==> src/rtl/vga_wr_arbiter_pkg.sv <==
// ============================================================================
// Package    : vga_pkg
// Description: Shared types and constants for the video-memory write-port
//              arbiter and its fill engine.
// Revision   : 1.0 - initial release
// ============================================================================
`default_nettype none

package vga_pkg;

  // Fill engine FSM state
  typedef enum logic [0:0] {
    ST_IDLE = 1'b0,
    ST_FILL = 1'b1
  } fill_state_t;

  // Source that owns the write port in a given cycle
  typedef enum logic [0:0] {
    SRC_CPU  = 1'b0,
    SRC_FILL = 1'b1
  } gnt_src_t;

  // Fill writes always cover the full 32-bit word
  localparam logic [3:0] VMEM_BYTE_EN_ALL = 4'hF;

endpackage : vga_pkg

`default_nettype wire

==> src/rtl/vga_wr_arbiter_if.sv <==
// ============================================================================
// Interface  : vga_wr_arbiter_if
// Description: Groups the CPU write path, fill command/status and the VGA
//              write port of the video-memory write arbiter.
//              master = bus bridge / controller side, slave = arbiter.
// Revision   : 1.0 - initial release
// ============================================================================
`default_nettype none

interface vga_wr_arbiter_if #(
  parameter int VMEM_ADDR_WIDTH = 32,
  parameter int FILL_LEN_WIDTH  = 17
) ();

  // CPU MMIO write path
  logic                       cpu_w_valid;
  logic                       cpu_w_ready;
  logic [VMEM_ADDR_WIDTH-1:0] cpu_w_addr;
  logic [3:0]                 cpu_w_byte_en;
  logic [31:0]                cpu_w_data;

  // Fill command and status
  logic                       fill_start;
  logic [VMEM_ADDR_WIDTH-1:0] fill_base;
  logic [FILL_LEN_WIDTH-1:0]  fill_len;
  logic [31:0]                fill_pattern;
  logic                       fill_busy;
  logic                       fill_done;

  // Write port toward the VGA controller
  logic                       vga_w_en;
  logic [VMEM_ADDR_WIDTH-1:0] vga_w_addr;
  logic [3:0]                 vga_w_byte_en;
  logic [31:0]                vga_w_data;

  modport master (
    output cpu_w_valid, cpu_w_addr, cpu_w_byte_en, cpu_w_data,
    output fill_start, fill_base, fill_len, fill_pattern,
    input  cpu_w_ready, fill_busy, fill_done,
    input  vga_w_en, vga_w_addr, vga_w_byte_en, vga_w_data
  );

  modport slave (
    input  cpu_w_valid, cpu_w_addr, cpu_w_byte_en, cpu_w_data,
    input  fill_start, fill_base, fill_len, fill_pattern,
    output cpu_w_ready, fill_busy, fill_done,
    output vga_w_en, vga_w_addr, vga_w_byte_en, vga_w_data
  );

endinterface : vga_wr_arbiter_if

`default_nettype wire

==> src/rtl/vga_fill_engine.sv <==
// ============================================================================
// Module     : vga_fill_engine
// Description: Hardware fill engine. Walks a contiguous word range writing a
//              constant pattern, one word per grant from the arbiter.
//              Tracks current address, remaining words, busy and done.
// Revision   : 1.0 - initial release
// ============================================================================
`default_nettype none

module vga_fill_engine
  import vga_pkg::*;
#(
  parameter int VMEM_ADDR_WIDTH = 32,
  parameter int FILL_LEN_WIDTH  = 17
) (
  input  wire logic                       clk,
  input  wire logic                       reset,
  input  wire logic                       i_fill_start,
  input  wire logic [VMEM_ADDR_WIDTH-1:0] i_fill_base,
  input  wire logic [FILL_LEN_WIDTH-1:0]  i_fill_len,
  input  wire logic [31:0]                i_fill_pattern,
  input  wire logic                       i_fill_gnt,
  output logic                            o_fill_req,
  output logic      [VMEM_ADDR_WIDTH-1:0] o_fill_addr,
  output logic      [31:0]                o_fill_data,
  output logic                            o_fill_busy,
  output logic                            o_fill_done
);

  fill_state_t                r_state;
  fill_state_t                w_next_state;
  logic [VMEM_ADDR_WIDTH-1:0] r_addr;
  logic [FILL_LEN_WIDTH-1:0]  r_remain;
  logic [31:0]                r_pattern;
  logic                       r_done;

  logic                       w_idle;
  logic                       w_start_ok;
  logic                       w_start_zero;
  logic                       w_last;
  logic [VMEM_ADDR_WIDTH-1:0] w_base_aligned;

  // Masking keeps every base bit in the logic cone; low 2 bits forced to 0
  assign w_base_aligned = i_fill_base & ~VMEM_ADDR_WIDTH'(3);
  assign w_idle         = (r_state == ST_IDLE);
  assign w_start_ok     = w_idle && i_fill_start && (i_fill_len != '0);
  assign w_start_zero   = w_idle && i_fill_start && (i_fill_len == '0);
  assign w_last         = i_fill_gnt && (r_remain == FILL_LEN_WIDTH'(1));

  // State register
  always_ff @(posedge clk or negedge reset) begin
    if (!reset) r_state <= ST_IDLE;
    else        r_state <= w_next_state;
  end

  // Next-state: start on a non-empty command, leave after the last grant
  always_comb begin
    w_next_state = r_state;
    unique case (r_state)
      ST_IDLE: if (w_start_ok) w_next_state = ST_FILL;
      ST_FILL: if (w_last)     w_next_state = ST_IDLE;
      default:                 w_next_state = ST_IDLE;
    endcase
  end

  // Outputs decoded from state: request and busy for the whole FILL phase
  always_comb begin
    o_fill_req  = 1'b0;
    o_fill_busy = 1'b0;
    if (r_state == ST_FILL) begin
      o_fill_req  = 1'b1;
      o_fill_busy = 1'b1;
    end
  end

  // Address/count/pattern: load on start, step once per grant
  always_ff @(posedge clk or negedge reset) begin
    if (!reset) begin
      r_addr    <= '0;
      r_remain  <= '0;
      r_pattern <= '0;
    end else if (w_start_ok) begin
      r_addr    <= w_base_aligned;
      r_remain  <= i_fill_len;
      r_pattern <= i_fill_pattern;
    end else if (i_fill_gnt) begin
      r_addr    <= r_addr + VMEM_ADDR_WIDTH'(4);
      r_remain  <= r_remain - FILL_LEN_WIDTH'(1);
    end
  end

  // Done pulse lines up with the last word leaving the output register
  always_ff @(posedge clk or negedge reset) begin
    if (!reset) r_done <= 1'b0;
    else        r_done <= w_start_zero || w_last;
  end

  assign o_fill_addr = r_addr;
  assign o_fill_data = r_pattern;
  assign o_fill_done = r_done;

endmodule : vga_fill_engine

`default_nettype wire

==> src/rtl/vga_wr_arbiter.sv <==
// ============================================================================
// Module     : vga_wr_arbiter
// Description: Shares the VGA controller write port between CPU MMIO writes
//              and the fill engine; one registered write per cycle.
//              Macro VGA_WR_ARB_RR_EN: round-robin on contention when defined,
//              fixed CPU priority otherwise.
// Revision   : 1.0 - initial release
// ============================================================================
`default_nettype none

module vga_wr_arbiter
  import vga_pkg::*;
#(
  parameter int VMEM_ADDR_WIDTH = 32,
  parameter int FILL_LEN_WIDTH  = 17
) (
  input wire logic         clk,
  input wire logic         reset,
  vga_wr_arbiter_if.slave  bus
);

  logic                       w_fill_req;
  logic                       w_fill_gnt;
  logic [VMEM_ADDR_WIDTH-1:0] w_fill_addr;
  logic [31:0]                w_fill_data;
  logic                       w_cpu_pri;
  logic                       w_cpu_ready;
  logic                       w_cpu_gnt;

  logic                       r_vga_en;
  logic [VMEM_ADDR_WIDTH-1:0] r_vga_addr;
  logic [3:0]                 r_vga_byte_en;
  logic [31:0]                r_vga_data;

  vga_fill_engine #(
    .VMEM_ADDR_WIDTH (VMEM_ADDR_WIDTH),
    .FILL_LEN_WIDTH  (FILL_LEN_WIDTH)
  ) u_fill (
    .clk            (clk),
    .reset          (reset),
    .i_fill_start   (bus.fill_start),
    .i_fill_base    (bus.fill_base),
    .i_fill_len     (bus.fill_len),
    .i_fill_pattern (bus.fill_pattern),
    .i_fill_gnt     (w_fill_gnt),
    .o_fill_req     (w_fill_req),
    .o_fill_addr    (w_fill_addr),
    .o_fill_data    (w_fill_data),
    .o_fill_busy    (bus.fill_busy),
    .o_fill_done    (bus.fill_done)
  );

`ifdef VGA_WR_ARB_RR_EN
  gnt_src_t r_last_src;

  // CPU wins contention only if the fill engine took the previous grant
  assign w_cpu_pri = (r_last_src == SRC_FILL);

  // Round-robin pointer: remembers the most recently granted source
  always_ff @(posedge clk or negedge reset) begin
    if (!reset)          r_last_src <= SRC_FILL;
    else if (w_cpu_gnt)  r_last_src <= SRC_CPU;
    else if (w_fill_gnt) r_last_src <= SRC_FILL;
  end
`else
  assign w_cpu_pri = 1'b1;
`endif

  // Ready may float high without valid only while the fill engine is quiet;
  // held low in reset so nothing is accepted before the port is live
  assign w_cpu_ready = reset && (!w_fill_req || (bus.cpu_w_valid && w_cpu_pri));
  assign w_cpu_gnt   = bus.cpu_w_valid && w_cpu_ready;
  assign w_fill_gnt  = w_fill_req && !w_cpu_gnt;

  // Output register: capture the granted source's write for the next cycle
  always_ff @(posedge clk or negedge reset) begin
    if (!reset) begin
      r_vga_en      <= 1'b0;
      r_vga_addr    <= '0;
      r_vga_byte_en <= '0;
      r_vga_data    <= '0;
    end else begin
      r_vga_en <= w_cpu_gnt || w_fill_gnt;
      if (w_cpu_gnt) begin
        r_vga_addr    <= bus.cpu_w_addr;
        r_vga_byte_en <= bus.cpu_w_byte_en;
        r_vga_data    <= bus.cpu_w_data;
      end else if (w_fill_gnt) begin
        r_vga_addr    <= w_fill_addr;
        r_vga_byte_en <= VMEM_BYTE_EN_ALL;
        r_vga_data    <= w_fill_data;
      end
    end
  end

  assign bus.cpu_w_ready   = w_cpu_ready;
  assign bus.vga_w_en      = r_vga_en;
  assign bus.vga_w_addr    = r_vga_addr;
  assign bus.vga_w_byte_en = r_vga_byte_en;
  assign bus.vga_w_data    = r_vga_data;

endmodule : vga_wr_arbiter

`default_nettype wire

==> src/flat_wrapper.sv <==
// flat-port wrapper written by rule: the top's interface ports become plain ports
module vga_wr_arbiter_flat import vga_pkg::*;
#(
  parameter int VMEM_ADDR_WIDTH = 32,
  parameter int FILL_LEN_WIDTH  = 17
)
  (clk, reset, bus_cpu_w_valid, bus_cpu_w_addr, bus_cpu_w_byte_en, bus_cpu_w_data, bus_fill_start, bus_fill_base, bus_fill_len, bus_fill_pattern, bus_cpu_w_ready, bus_fill_busy, bus_fill_done, bus_vga_w_en, bus_vga_w_addr, bus_vga_w_byte_en, bus_vga_w_data);
  vga_wr_arbiter_if #(.VMEM_ADDR_WIDTH(VMEM_ADDR_WIDTH), .FILL_LEN_WIDTH(FILL_LEN_WIDTH)) bus_i ();
  input wire logic clk;
  input wire logic reset;
  input wire logic [$bits(bus_i.cpu_w_valid)-1:0] bus_cpu_w_valid;
  input wire logic [$bits(bus_i.cpu_w_addr)-1:0] bus_cpu_w_addr;
  input wire logic [$bits(bus_i.cpu_w_byte_en)-1:0] bus_cpu_w_byte_en;
  input wire logic [$bits(bus_i.cpu_w_data)-1:0] bus_cpu_w_data;
  input wire logic [$bits(bus_i.fill_start)-1:0] bus_fill_start;
  input wire logic [$bits(bus_i.fill_base)-1:0] bus_fill_base;
  input wire logic [$bits(bus_i.fill_len)-1:0] bus_fill_len;
  input wire logic [$bits(bus_i.fill_pattern)-1:0] bus_fill_pattern;
  output wire logic [$bits(bus_i.cpu_w_ready)-1:0] bus_cpu_w_ready;
  output wire logic [$bits(bus_i.fill_busy)-1:0] bus_fill_busy;
  output wire logic [$bits(bus_i.fill_done)-1:0] bus_fill_done;
  output wire logic [$bits(bus_i.vga_w_en)-1:0] bus_vga_w_en;
  output wire logic [$bits(bus_i.vga_w_addr)-1:0] bus_vga_w_addr;
  output wire logic [$bits(bus_i.vga_w_byte_en)-1:0] bus_vga_w_byte_en;
  output wire logic [$bits(bus_i.vga_w_data)-1:0] bus_vga_w_data;
  assign bus_i.cpu_w_valid = bus_cpu_w_valid;
  assign bus_i.cpu_w_addr = bus_cpu_w_addr;
  assign bus_i.cpu_w_byte_en = bus_cpu_w_byte_en;
  assign bus_i.cpu_w_data = bus_cpu_w_data;
  assign bus_i.fill_start = bus_fill_start;
  assign bus_i.fill_base = bus_fill_base;
  assign bus_i.fill_len = bus_fill_len;
  assign bus_i.fill_pattern = bus_fill_pattern;
  assign bus_cpu_w_ready = bus_i.cpu_w_ready;
  assign bus_fill_busy = bus_i.fill_busy;
  assign bus_fill_done = bus_i.fill_done;
  assign bus_vga_w_en = bus_i.vga_w_en;
  assign bus_vga_w_addr = bus_i.vga_w_addr;
  assign bus_vga_w_byte_en = bus_i.vga_w_byte_en;
  assign bus_vga_w_data = bus_i.vga_w_data;
  vga_wr_arbiter #(.VMEM_ADDR_WIDTH(VMEM_ADDR_WIDTH), .FILL_LEN_WIDTH(FILL_LEN_WIDTH)) u_core (.clk(clk), .reset(reset), .bus(bus_i));
endmodule
==> config.mk <==
export PLATFORM = sky130hd
export DESIGN_NAME = vga_wr_arbiter_flat
export DESIGN_NICKNAME = d
export VERILOG_FILES = /design/src/rtl/vga_wr_arbiter_pkg.sv /design/src/rtl/vga_wr_arbiter_if.sv /design/src/rtl/vga_fill_engine.sv /design/src/rtl/vga_wr_arbiter.sv /design/src/flat_wrapper.sv
export SDC_FILE = /design/constraint.sdc
export NUM_CORES = 1
export LEC_CHECK = 0
export BUFFER_PORTS_ARGS = -buffer_cell sky130_fd_sc_hd__buf_2
export CAP_MARGIN = 20
export CORE_MARGIN = 5
export CORE_UTILIZATION = 30
export DETAILED_ROUTE_END_ITERATION = 6
export PLACE_DENSITY = 0.57
export SYNTH_ARGS = -nofsm -noshare
export SYNTH_HDL_FRONTEND = slang
export SYNTH_SLANG_ARGS = --single-unit
==> constraint.sdc <==
create_clock -name clk -period 2.35 [get_ports clk]
set_input_delay 0.235 -clock clk [delete_from_list [all_inputs] [get_ports clk]]
set_output_delay 0.235 -clock clk [all_outputs]
set_load 0.05 [all_outputs]
==> results of run 1 <==
## flip-flops by register name, summed over array words and instances (netlist names)
name / count
u_core.u_fill.o_fill_addr: 30
u_core.u_fill.r_remain: 17
u_core.bus.vga_w_en: 1
u_core.u_fill.o_fill_data: 32
u_core.u_fill.r_state: 1
u_core.bus.vga_w_data: 32
u_core.bus.vga_w_byte_en: 4
u_core.u_fill.o_fill_done: 1
u_core.bus.vga_w_addr: 32
## final cells by class
type | count | area, um2 | share of cell area
Antenna cell | 1 | 2.50 | 0.000253
Clock buffer | 18 | 439 | 0.0443
Clock inverter | 14 | 175 | 0.0177
Inverter | 5 | 18.8 | 0.00189
Multi-Input combinational cell | 572 | 3320 | 0.335
Sequential cell | 150 | 3760 | 0.379
Tap cell | 324 | 405 | 0.0409
Timing Repair Buffer | 287 | 1790 | 0.181
## placed cells by master, fill, tap and decap left out, types with 7 or more instances in the layout
| master | n |
|---|---|
| xor2_1 | 9 |
| nand4_1 | 11 |
| dlygate4sd3_1 | 44 |
| a221o_1 | 9 |
| nand2_1 | 218 |
| nand3_1 | 36 |
| nor3_1 | 7 |
| o211ai_1 | 13 |
| clkbuf_16 | 17 |
| mux2i_1 | 66 |
| buf_4 | 15 |
| nand2b_1 | 8 |
| o21ai_0 | 93 |
| buf_2 | 221 |
| dfrtp_1 | 149 |
| nor2_1 | 21 |
## worst max-delay path: stages
cell and delay [ns]:
dlygate4sd3_1 0.58, buf_6 0.16, a21boi_2 0.41, nand3_1 0.34
or4_1 0.50, nand3_1 0.10, o211ai_1 0.09
## synth_stat cells (3+ instances only)
cell type    n
a21oi_1      5
a221o_1      9
a22oi_1      6
and2_1       4
and3_1       6
buf_1        4
buf_2        9
clkbuf_1    33
dfrtp_1    150
ha_1         3
inv_1        5
mux2i_1     66
nand2_1    218
nand2b_1     8
nand3_1     36
nand4_1     11
nor2_1      21
nor3_1       7
nor3_2       3
nor4_1       5
o211ai_1    13
o21ai_0     93
o21ai_1      4
o311ai_0     5
or3_1        3
or4_1        3
xnor2_1      4
xor2_1       9
## per-stage QoR
stage                     worst slack [ns]  hold WS [ns]
after floorplan                      0.336       -0.0606
after global placement               0.371         0.364
after detailed placement             0.309         0.371
after CTS                            0.246     0.0000998
after global routing                 0.118       0.00380
final                                0.221        0.0159
## kinds of logic (layout without fill, tap and decap cells)
| kind of cell | after synthesis | in the layout | synth area share |
|---|---|---|---|
| xor+xnor | 13 | 13 | 0.0157 |
| simple gates | 340 | 340 | 0.215 |
| buf+inv | 53 | 324 | 0.0305 |
| flops | 150 | 150 | 0.517 |
| other cells | 0 | 1 | 0 |
| mux | 66 | 66 | 0.0910 |
| compound gates | 150 | 150 | 0.126 |
| fa+ha+maj | 3 | 3 | 0.00517 |
## routing by layer
layer,up-vias,track usage,share of wire
met4,8,0.0461,0.016
met2,191,0.258,0.46
met3,27,0.0519,0.071
met5,-,0,0.0025
met1,3031,0.206,0.45
li1,3216,-,-
## path summary, 6_finish.rpt
kind                                            endpoint  depth (start not counted)                          start
max                           u_core.u_fill.r_remain[12]                          7                          reset
max reg2reg                   u_core.u_fill.r_remain[12]                          5          u_core.u_fill.r_state
min                        u_core.u_fill.o_fill_data[22]                          3           bus_fill_pattern[22]
min reg2reg                u_core.u_fill.o_fill_data[21]                          2  u_core.u_fill.o_fill_data[21]
min in group asynchronous      u_core.bus.vga_w_addr[17]                          3                          reset
max in group asynchronous       u_core.bus.vga_w_addr[0]                          4                          reset
## where the power goes
| part | total [mW] | switching [mW] | leakage (nW) | internal (mW) |
|---|---|---|---|---|
| Clock | 2.91 | 1.19 | 0.299 | 1.72 |
| Sequential | 4.24 | 0.787 | 1.81 | 3.46 |
| Combinational | 3.56 | 2.36 | 2.75 | 1.20 |
## repair_timing
item,CTS,global route
gates resized for setup,0,0
endpoints found under the hold margin,73,2
hold buffers,42,2
==> impl_metrics.ini, run 1 <==
[status]
status = finished, final reports clean

[logic_synthesis]
ys_seq_area_frac = 0.517
synth_seq_cells = 150
synth_top_flop_cell = dfrtp_1
syn_area_mm2 = 0.00726
synth_edf_count = 0
syn_inst = 775
synth_top_cell_area_share = 0.517
syn_area_per_cell_um2 = 9.36
yosys.area.top_type = dfrtp_1
yosys_warnings = 0
ys_async_sr_fraction = 1.00
syn-num-nets = 931
synth_area_leaders = dfrtp_1 52%, nand2_1 11%, mux2i_1 9.1%
yosysUniqueCellTypes = 55

[pwr]
power_density_mw_per_mm2 = 1080
ir_drop_uv = 457
power_mw = 10.7
p_leak_nw = 4.86

[routing]
drc_errors = 0
wl_per_cell_um = 15.8
drt_first_pass_iters = 4
wl_um = 21700
ant_nets = 0
vias = 6473
drt_iter0_drc = 372
vias_per_cell = 4.72

[hold_path]
hold_path_class = primary input to flop

[setup_path]
crit_fanout = 9
required_ns = 2.64
critical_path_arrival_ns = 2.42
path_class = primary input to flop
endpoint_kind = flop
startpoint_type = primary input
rrSetupSlack_ns = 0.30

[layout]
syn2layout_area_growth_pct = 36.5
fin_area_mm2 = 0.00991
final_cells = 1371
final_nets = 1189
drive_gt1_frac = 0.285
n_fill_cell = 2446
final_util = 0.412

[cts]
htreeDepth = 4
clock_path_buffers = 2
cts_tree = done
path_clk_slew_ns = 0.06
clock_latency_ns = 0.43
cts_setup_buffers = 0
cts-root-buf = clkbuf_16
cts_buffers = 17
cts.sinks = 150

[grt]
grt-ovfl-total = 0
antenna_found_initial = 5
grt_pass1_vias = 6525
grt_usage = 0.160
grt_max_degree = 63
grt_pass1_wl_um = 34500

[sta]
fin_crit_ns = 2.13
rsz0062_at_grt = false
finalMaxSlewViolations = 0
timing.slew.headroom = 0.446
tightest_slew_ns = 0.832
fin_tns_setup_ns = 0
worst_clock_skew_ns = 0.0136
fmaxAchievable_mhz = 470
fin_crit_sh = 0.906
hold_viol_final = 0
setup_viol_count_final = 0

[floorplanning]
rows = 57
die_h_um = 166
core_area_mm2 = 0.0240
io_pins = 225
die-area_mm2 = 0.0274
fp.dieW_um = 166
start_util = 0.302

[job]
maxCapViolCount = 0

[placement]
place_inst = 1294
port_buffers = 222
place_area_mm2 = 0.00885
hpwlAfterDp_um = 15100
gp_congestion = 0.779
Note: power is estimated with default switching activity, not from simulation.
==> run 2, diff against run 1 <==
CTS_CLUSTER_DIAMETER = 150   (was default)
CTS_CLUSTER_SIZE = 10   (was default)
PLACE_DENSITY = 0.56   (was 0.57)
SYNTH_HIERARCHICAL = 1   (was default)
==> run 2 against run 1 <==
  * The run now ends with negative hold slack left
  * Hold slack lost 0.019 ns
  * Sequential cell count unchanged
  * Wire length is 2.3% higher
  * Register-to-register slack got worse by 0.03 ns
  * Clock power about the same
  * Critical endpoint is now u_core/u_fill/o_fill_addr[27]
==> impl_metrics.ini, run 2 <==
[status]
status = finished, violations left
violations = negative hold slack

[cts]
clock_latency_ns = 0.42
cts_buffers = 17
htreeDepth = 4
cts-root-buf = clkbuf_16
ctsHoldBuffers = 0
cts_tree = done
cts_setup_buffers = 0
post_cts_resized = 0
clock_path_buffers = 2
path_clk_slew_ns = 0.07
cts.sinks = 150

[routing]
drc_errors = 0
vias_per_cell = 4.94
ant_nets = 0
drt_first_pass_iters = 5
vias = 6053
wl_per_cell_um = 18.1
wl_um = 22200
drt_iter0_drc = 357

[layout]
syn2layout_area_growth_pct = 26.1
layout_commonest_cell = buf_2
final_cells = 1226
final_nets = 1036
n_fill_cell = 2529
drive_gt1_frac = 0.396
layout_common_cells = 221 x buf_2, 149 x dfrtp_1, 82 x nand3_1, 80 x o21ai_0, 64 x mux2i_1

[logic_synthesis]
synth_top_cell_area_share = 0.497
syn_inst = 676
syn_area_per_cell_um2 = 11.2
ys_seq_area_frac = 0.497
yosys.area.top_type = dfrtp_1
synth_area_leaders = dfrtp_1 50%, mux2_2 9.1%, mux2i_1 8.5%
synthTopCellsByCount = 150 x dfrtp_1, 82 x nand3_1, 80 x o21ai_0, 64 x mux2i_1, 61 x mux2_2
synth_edf_count = 0
synth.most_common_cell = dfrtp_1
yosys_warnings = 6
yosysUniqueCellTypes = 54
ys_async_sr_fraction = 1.00
synth_top_flop_cell = dfrtp_1
synth_seq_cells = 150
syn_area_mm2 = 0.00756

[setup_path]
endpoint_kind = flop
rrSetupSlack_ns = 0.27
reg2reg_to = u_core/u_fill/o_fill_addr[27]
critical_path_arrival_ns = 2.42
startpoint_type = flop
cp.depth = 4
required_ns = 2.69
crit_fanout = 16
reg2reg_depth = 4
cp-endpoint = u_core/u_fill/o_fill_addr[27]
crit_start = u_core/u_fill/o_fill_addr[6]
crit_family = simple AND/OR/NAND/NOR gates
crit_path_top_delay_cell = or4_4
critPathBufInv = 0
path_class = flop to flop
critPathMaxStageDelay_ns = 0.68
r2r_start = u_core/u_fill/o_fill_addr[6]
path_cells = nand4_1 -> or4_4 -> or4_1 -> a31oi_1

[sta]
hold-worst-slack_ns = -0.00354
hold_viol_final = 7
worst_clock_skew_ns = 0.0129
fin_tns_setup_ns = 0
rsz0062_at_grt = false
fin_crit_sh = 0.885
finalMaxSlewViolations = 0
tightest_slew_ns = 0.815
setup_viol_count_final = 0
fin_crit_ns = 2.08
timing.slew.headroom = 0.457
fmaxAchievable_mhz = 481

[grt]
grt-ovfl-total = 0
busiest_layer = met2
antenna_found_initial = 4
grt_pass1_vias = 6431
grt.met2_usage = 0.248
grt_pass1_wl_um = 35200
grt_usage = 0.155
grt_max_degree = 163
grtUsageMet3 = 0.0437
grtUsageMet1 = 0.204

[job]
maxCapViolCount = 0

[floorplanning]
die_h_um = 169
die-area_mm2 = 0.0285
start_util = 0.303
core_area_mm2 = 0.0250
fp.dieW_um = 169
rows = 58
io_pins = 225

[pwr]
power_density_mw_per_mm2 = 1150
power_mw = 10.9
p_leak_nw = 4.42
ir_drop_uv = 489

[placement]
place_inst = 1191
gp_congestion = 0.756
port_buffers = 222
hpwlAfterDp_um = 15200

[hold_path]
hold_path_class = primary input to asynchronous set/reset pin
-- run 2: through the flow --
step | setup slack (ns) | utilization | cell area, um2
detailed placement | 0.203 | 0.357 | 8910
CTS | 0.263 | 0.381 | 9520
global route | 0.108 | 0.382 | 9530
floorplan | 0.0147 | - | 7580
global placement | 0.224 | 0.357 | 8910
finish | 0.270 | 0.382 | 9530
-- run 2: how the worst min path moves through the flow --
| stage | from | end | slack (ns) | cells after the start |
|---|---|---|---|---|
| after floorplan | reset | u_core/bus.vga_w_addr[0] | -0.06 | 0 |
| after global placement | bus_fill_pattern[29] | u_core/u_fill/o_fill_data[29] | 0.47 | 2 |
| after detailed placement | bus_fill_base[7] | u_core/u_fill/o_fill_addr[7] | 0.47 | 2 |
| after CTS | bus_fill_pattern[20] | u_core/u_fill/o_fill_data[20] | 0.01 | 2 |
| after global routing | bus_fill_pattern[23] | u_core/u_fill/o_fill_data[23] | 0.01 | 2 |
| final | reset | u_core/u_fill/o_fill_addr[3] | -0.004 | 2 |
-- run 2: cells by family (layout without fill, tap and decap cells) --
logic type / count (synthesis) / count (layout) / share of synthesized area
compound gates: 130 / 130 / 0.0993
xor+xnor: 26 / 26 / 0.0301
fa+ha+maj: 3 / 3 / 0.00497
buf+inv: 66 / 282 / 0.0579
flops: 150 / 150 / 0.497
mux: 125 / 125 / 0.176
other cells: 1 / 5 / 0.000496
simple gates: 175 / 175 / 0.135
-- run 2: layout make-up --
| class | instances | area (um2) | share of cell area |
|---|---|---|---|
| Antenna cell | 3 | 7.51 | 0.000788 |
| Clock buffer | 17 | 425 | 0.0447 |
| Clock inverter | 15 | 181 | 0.0190 |
| Inverter | 7 | 26.3 | 0.00276 |
| Multi-Input combinational cell | 461 | 3390 | 0.356 |
| Sequential cell | 150 | 3760 | 0.394 |
| Tap cell | 330 | 413 | 0.0433 |
| Timing Repair Buffer | 243 | 1330 | 0.139 |
-- run 2: worst register-to-register path, cell delays in order (launching register included) --
cell,delay (ns)
dfrtp_1,0.46
nand4_1,0.17
or4_4,0.68
or4_1,0.51
a31oi_1,0.17
-- run 2: power breakdown --
group          switching, mW  internal (mW)  leakage [nW]  total [mW]
Combinational           2.40           1.41          2.38        3.82
Sequential             0.740           3.48          1.74        4.22
Clock                   1.26           1.62         0.294        2.88
Total                   4.41           6.51          4.42        10.9
-- run 2: routing by layer --
| metal | vias up | routed length, um |
|---|---|---|
| li1 | 2907 | - |
| met1 | 2973 | 9890 |
| met2 | 152 | 10700 |
| met3 | 19 | 1260 |
| met4 | 2 | 334 |
| met5 | - | 7 |
